===== config.mk =====
export PLATFORM = sky130hd
export DESIGN_NAME = cpm_mac_acc
export DESIGN_NICKNAME = d
export VERILOG_FILES = /design/src/rtl/cpm_mac_acc.sv
export SDC_FILE = /design/constraint.sdc
export NUM_CORES = 1
export LEC_CHECK = 0
export BUFFER_PORTS_ARGS = -buffer_cell sky130_fd_sc_hd__buf_2
export CAP_MARGIN = 5
export CELL_PAD_IN_SITES_DETAIL_PLACEMENT = 0
export CELL_PAD_IN_SITES_GLOBAL_PLACEMENT = 1
export CORE_MARGIN = 10
export CORE_UTILIZATION = 27
export CTS_BUF_LIST = sky130_fd_sc_hd__clkbuf_4
export CTS_CLUSTER_DIAMETER = 150
export CTS_CLUSTER_SIZE = 24
export DETAILED_ROUTE_END_ITERATION = 10
export PLACE_DENSITY_LB_ADDON = 0.25
export SLEW_MARGIN = 15
export SYNTH_ARGS = -nofsm -noshare
export SYNTH_HDL_FRONTEND = slang
export SYNTH_SLANG_ARGS = --single-unit
export TNS_END_PERCENT = 1

===== constraint.sdc =====
create_clock -name Clk -period 4 [get_ports Clk]
set_input_delay 0.2 -clock Clk [delete_from_list [all_inputs] [get_ports Clk]]
set_output_delay 0.2 -clock Clk [all_outputs]
set_load 0.01 [all_outputs]

===== src/rtl/cpm_mac_acc.sv =====
// Signed multiply-accumulate stage: accepts Len activation/weight pairs, sums the
// products with saturation and hands the result downstream over a valid/ready handshake.
module cpm_mac_acc #(
    parameter int unsigned DW = 8,
    parameter int unsigned AW = 24,
    parameter int unsigned LW = 8
) (
    input  logic          Clk,
    input  logic          Rstn,
    input  logic          Start,
    input  logic [LW-1:0] Len,
    input  logic          InVld,
    output logic          InRdy,
    input  logic [DW-1:0] ActIn,
    input  logic [DW-1:0] WeiIn,
    output logic          OutVld,
    input  logic          OutRdy,
    output logic [AW-1:0] AccOut,
    output logic          OutClr,
    output logic          Busy
);

    typedef enum logic [1:0] {StIdle, StRun, StDrain, StOut} state_e;

    state_e state_q, state_d;

    logic [LW-1:0]   len_q, len_d;
    logic [LW-1:0]   cnt_q, cnt_d;
    logic [2*DW-1:0] prod_q, prod_d;
    logic            prod_vld_q, prod_vld_d;
    logic [AW-1:0]   acc_q, acc_d;
    logic            clr_q, clr_d;

    logic [2*DW-1:0] prod_full;
    logic [AW:0]     sum;
    logic [AW-1:0]   acc_sat;
    logic            last_pair;

    assign prod_full = $signed(ActIn) * $signed(WeiIn);

    // One guard bit above the accumulator makes overflow visible as a sign-bit disagreement.
    assign sum = {{(AW + 1 - 2 * DW){prod_q[2*DW-1]}}, prod_q} + {acc_q[AW-1], acc_q};

    always_comb begin
        acc_sat = sum[AW-1:0];
        if (sum[AW] != sum[AW-1]) begin
            acc_sat = sum[AW] ? {1'b1, {(AW - 1){1'b0}}} : {1'b0, {(AW - 1){1'b1}}};
        end
    end

    // Only evaluated in RUN, where len_q is known to be non-zero.
    assign last_pair = (cnt_q == len_q - LW'(1));

    always_comb begin
        state_d    = state_q;
        len_d      = len_q;
        cnt_d      = cnt_q;
        prod_d     = prod_q;
        prod_vld_d = 1'b0;
        acc_d      = acc_q;
        clr_d      = 1'b0;
        InRdy      = 1'b0;
        OutVld     = 1'b0;

        if (prod_vld_q) begin
            acc_d = acc_sat;
        end

        unique case (state_q)
            StIdle: begin
                if (Start) begin
                    len_d   = Len;
                    cnt_d   = '0;
                    acc_d   = '0;
                    clr_d   = 1'b1;
                    state_d = (Len == '0) ? StOut : StRun;
                end
            end
            StRun: begin
                InRdy = 1'b1;
                if (InVld) begin
                    prod_d     = prod_full;
                    prod_vld_d = 1'b1;
                    cnt_d      = cnt_q + LW'(1);
                    if (last_pair) begin
                        state_d = StDrain;
                    end
                end
            end
            StDrain: begin
                if (!prod_vld_q) begin
                    state_d = StOut;
                end
            end
            StOut: begin
                OutVld = 1'b1;
                if (OutRdy) begin
                    state_d = StIdle;
                end
            end
            default: state_d = StIdle;
        endcase
    end

    always_ff @(posedge Clk or negedge Rstn) begin
        if (!Rstn) begin
            state_q    <= StIdle;
            len_q      <= '0;
            cnt_q      <= '0;
            prod_q     <= '0;
            prod_vld_q <= 1'b0;
            acc_q      <= '0;
            clr_q      <= 1'b0;
        end else begin
            state_q    <= state_d;
            len_q      <= len_d;
            cnt_q      <= cnt_d;
            prod_q     <= prod_d;
            prod_vld_q <= prod_vld_d;
            acc_q      <= acc_d;
            clr_q      <= clr_d;
        end
    end

    assign AccOut = acc_q;
    assign OutClr = clr_q;
    assign Busy   = (state_q != StIdle);

endmodule

Yosys cells after proc, flatten, opt, wreduce, memory -nomap -nowiden
Cells that the tools add are included.
W data, S select, Z words.
Storage, ports and cells
  flip-flop bits (word level): 60
  input port bits: 29
  logic and storage cells: 50
Cells by class
  add/subtract/negate cells: 3
  multiply operators: 1
  equal/unequal tests: 10
  muxes and demuxes: 21
  reduce and logical (&&, ||, !) cells: 8
Operator list (number)
  $mux W24: 5
  $add A16 B24 Y25: 1
  $mul A8 B8 Y16: 1
  $mux W8: 2
  $pmux W8 S2: 1
  $mux W2: 6
  $ne A2 B2 Y1 const B: 5
  $add A8 B1 Y8 const B: 1
  $eq A8 B8 Y1: 1
  $logic_not A8 Y1: 1
  $pmux W2 S4: 1
  $sub A8 B1 Y8 const B: 1
  $mux W1: 6
  $reduce_and A5 Y1: 1
  $eq A2 B2 Y1 const B: 2
  $reduce_and A2 Y1: 2
  $reduce_bool A2 Y1: 2
  $reduce_and A3 Y1: 1
  $eq A2 B1 Y1 const B: 1
  $logic_not A2 Y1: 1
  $ne A1 B1 Y1: 1

Longest topological paths before layout
  depth in word-level cells: 6
  mapped depth: 18
  mapped depth without buffers: 18

Worst setup path after synthesis
No wires, ideal clock.
  path kind: input to register
  start: input WeiIn[7]
  end: register prod_q[15]
  arrival: 3.873 ns
  data required time: 3.866 ns
  path slack: -0.008 ns
  stages: 15
  buffers on the path: 0
  path through: inv_1 nor2_1 fa_1 fa_1 fa_1 inv_1 fa_1 inv_1 ha_1 or3_1 o211a_1 a41oi_1 a21oi_1 xnor2_1 o21ai_0
On the way
  word-level cells in the longest chain between the ends: 1
Ends and longest elaborated chain
  from (decl): RTL line 15  | input logic [DW-1:0] WeiIn,
  $mul A8 B8 Y16: RTL line 39  | assign prod_full = $signed(ActIn) * $signed(WeiIn);
  to (signal assigned): RTL line 118  | prod_q <= prod_d;
  to (decl): RTL line 29  | logic [2*DW-1:0] prod_q, prod_d;
No other way between the ends.
A chain may end at the register's enable or synchronous reset.

Final worst setup path
  start: input WeiIn[4]
  end: register prod_q[13]
The elaborated chain is that of the path after synthesis.

==> impl_metrics.tcl <==
set metrics [dict create \
    min_path_type "in2reg" \
    ys_ff_latch 60 \
    dpl_cell_area_um2 7550 \
    wl_per_cell_um 13.8 \
    worst_path_largest_cell_delay_ns 0.55 \
    rows 56 \
    path_delay_family "adder cells" \
    die_w_um 175 \
    synth_area_um2 6520 \
    place_congestion 0.807 \
    crit_path_frequent_cell "fa_1" \
    relSlewSlack_pct 44.4 \
    synthesis.nets 837 \
    crit_buf_inv 4 \
    drt_iter0_markers 187 \
    synthTopCellsByCount "inv_1, dfrtp_1, ha_1, fa_1, nor2_1" \
    combPwrFrac_pct 71.2 \
    wl_um 15600 \
    cp-start-kind "input pin" \
    cts_setup_buffers 0 \
    rsz0062_at_grt "false" \
    crit_chain "buf_2 -> buf_4 -> and2_1 -> fa_1 -> inv_1 -> fa_1 -> fa_1 -> fa_1 -> inv_1 -> ha_1 -> or3_1 -> o211a_1 -> a41oi_2 -> nand2b_1 -> xnor2_1 -> o21ai_0" \
    grt_pass1_wl_um 27200 \
    hold_viol_final 0 \
    fin_skew_ns 0.0177 \
    max-cap-violations 0 \
    finish.net_count 950 \
    cp_max_fo 6 \
    regArea_um2 1500 \
    cts.sinks 60 \
    synth-async-reset-ratio_pct 100 \
    die_y_um 175 \
    outcome "finished clean" \
    max_freq_ghz 0.267 \
    ys.warnings.count 0 \
    whs_ns 0.0299 \
    hpwlAfterDp_um 12900 \
    post-route-drc-count 0 \
    tightest_slew_ns 0.834 \
    syn_inst 692 \
    grt_use_total_pct 10.5 \
    io_buffers 56 \
    ios 57 \
    tritoncts "done" \
    fin_crit_sh_pct 93.8 \
    synth_top_area_share_pct 23.0 \
    cts_buffer_depth 2 \
    powerDensity_nw_per_um2 764 \
    ant_nets 0 \
    period_needed_ns 3.75 \
    design_area_um2 7810 \
    grt_overflow 0 \
    fillers 2495 \
    start_util_pct 27.6 \
    ys_seq_area_share_pct 23.0 \
    slew_viol_final 0 \
    clock_latency_ns 0.42 \
    path_clk_slew_ns 0.11 \
    core-area_um2 23600 \
    synth_area_leader_cell "dfrtp_1" \
    antenna_found_initial 1 \
    synth_most_common_cell "inv_1" \
    p_clk_share_pct 9.6 \
    area_growth_pct 19.8 \
    htree_levels 3 \
    avgSynthCellArea_um2 9.42 \
    synth_edf_count 0 \
    cp.arrival_ns 4.05 \
    worstSetupEndpointType "flip-flop" \
    clockRootBuffer "clkbuf_4" \
    vias_per_cell 4.42 \
    vias 4990 \
    first_global_vias 5393 \
    crit_slowest_cell "fa_1" \
    multi_input_area_um2 4620 \
    synthDistinctLibCells 64 \
    drive_gt1_share_pct 22.0 \
    switching_share_pct 47.2 \
    peakVddDrop_mv 0.211 \
    power.leakage_nw 3.76 \
    worstPathRequired_ns 4.30 \
    synthTopCellsByArea "dfrtp_1, fa_1, ha_1" \
    pwr-share-seq_pct 19.2 \
    first_pass_iters 4 \
    grt_max_degree 35 \
    p_sw_w 0.00282 \
    p_int_w 0.00315 \
    numCtsBuffers 9 \
    path_class "in2reg" \
    die_area_um2 30800 \
    setup_viol 0 \
    fin_util_pct 33.1 \
    ys.flop_type "dfrtp_1" \
    total_power_w 0.00597 \
]
-- path summary, 6_finish.rpt --
kind                           start    endpoint  slack [ns]  cells past startpoint
setup / recovery            WeiIn[4]  prod_q[13]        0.25                     16
hold / removal                Len[7]    len_q[7]        0.03                      2
setup reg to reg           AccOut[0]   AccOut[2]        0.97                     11
hold reg to reg            prod_q[9]   prod_q[9]        0.50                      2
max in group asynchronous       Rstn   prod_q[3]        2.71                      3
min in group asynchronous       Rstn    len_q[7]        0.41                      2
-- worst register-to-register path: stages (launching register included) --
cell	delay (ns)
dfrtp_1	0.41
ha_1	0.24
fa_1	0.44
a211oi_2	0.32
o211ai_2	0.17
a31oi_2	0.26
o31ai_4	0.12
a31o_2	0.31
nand3b_1	0.10
o211a_1	0.15
buf_4	0.26
a211oi_1	0.11
-- final cells by class --
class                      count  area share (%)
antenna                        1          0.0321
clock buffer                  11            1.06
inverter                      96            4.66
sequential                    60            19.2
multi-input combinational    523            59.2
tap                          319            5.11
timing repair buffer         115            9.42
clock inverter                 5            1.28
-- layout by cell type (no fill, tap or decap), drive strengths merged, types with 21 or more instances in the layout --
cell    instances
xnor2          21
a211oi         30
ha             60
nand2          50
a21oi          31
inv            94
o21ai          30
and2           38
xor2           27
fa             56
nor2           55
buf           110
dfrtp          60
-- state kept, by name (all words and copies together) (netlist names) --
register / flops
AccOut: 24
prod_q: 16
cnt_q: 8
len_q: 8
state_q: 2
OutClr: 1
prod_vld_q: 1
-- metal layers --
metal | global-route usage [%] | vias up | wire length, um
met5 | 0 | - | 0
met4 | 3.21 | 0 | 170
met3 | 1.24 | 10 | 338
met2 | 17.1 | 53 | 7150
met1 | 14.3 | 2355 | 7930
li1 | - | 2572 | -
-- power by group through the flow --
stage	clock network (W)	registers, W	logic [W]
after floorplan	0	0.00113	0.00310
after global placement	0	0.00116	0.00426
after detailed placement	0	0.00116	0.00426
after CTS	0.000590	0.00115	0.00429
after global routing	0.000612	0.00119	0.00485
final	0.000572	0.00115	0.00425
-- metrics by stage --
step / worst slack (ns) / cells / setup TNS, ns
2_1_floorplan: 0.0308 / 692 / 0
3_3_place_gp: -0.362 / 1108 / -1.49
3_5_place_dp: -0.389 / 1108 / -1.72
4_1_cts: 0.0586 / 1129 / 0
5_1_grt: 0.00652 / 1130 / 0
6_report: 0.249 / 1130 / 0
-- logic make-up (layout without fill, tap and decap cells) --
kind of cell / after synthesis / in the layout / share of synthesized area [%]
adders and majority gates: 116 / 116 / 28.7
xor gates and xnor gates: 48 / 48 / 6.45
other: 0 / 1 / 0
DFF: 60 / 60 / 23.0
AOI/OAI and AO/OA: 147 / 147 / 17.5
muxes: 16 / 16 / 2.65
and+or+nand+nor: 196 / 196 / 15.0
buffers and inverters: 109 / 227 / 6.62
-- what timing repair did --
item	CTS	global route
endpoints found under the setup margin	0	4
resized for setup	0	9
endpoints found under the hold margin	37	0
hold buffers	5	0
No activity file was read; power rests on OpenSTA's default activity.
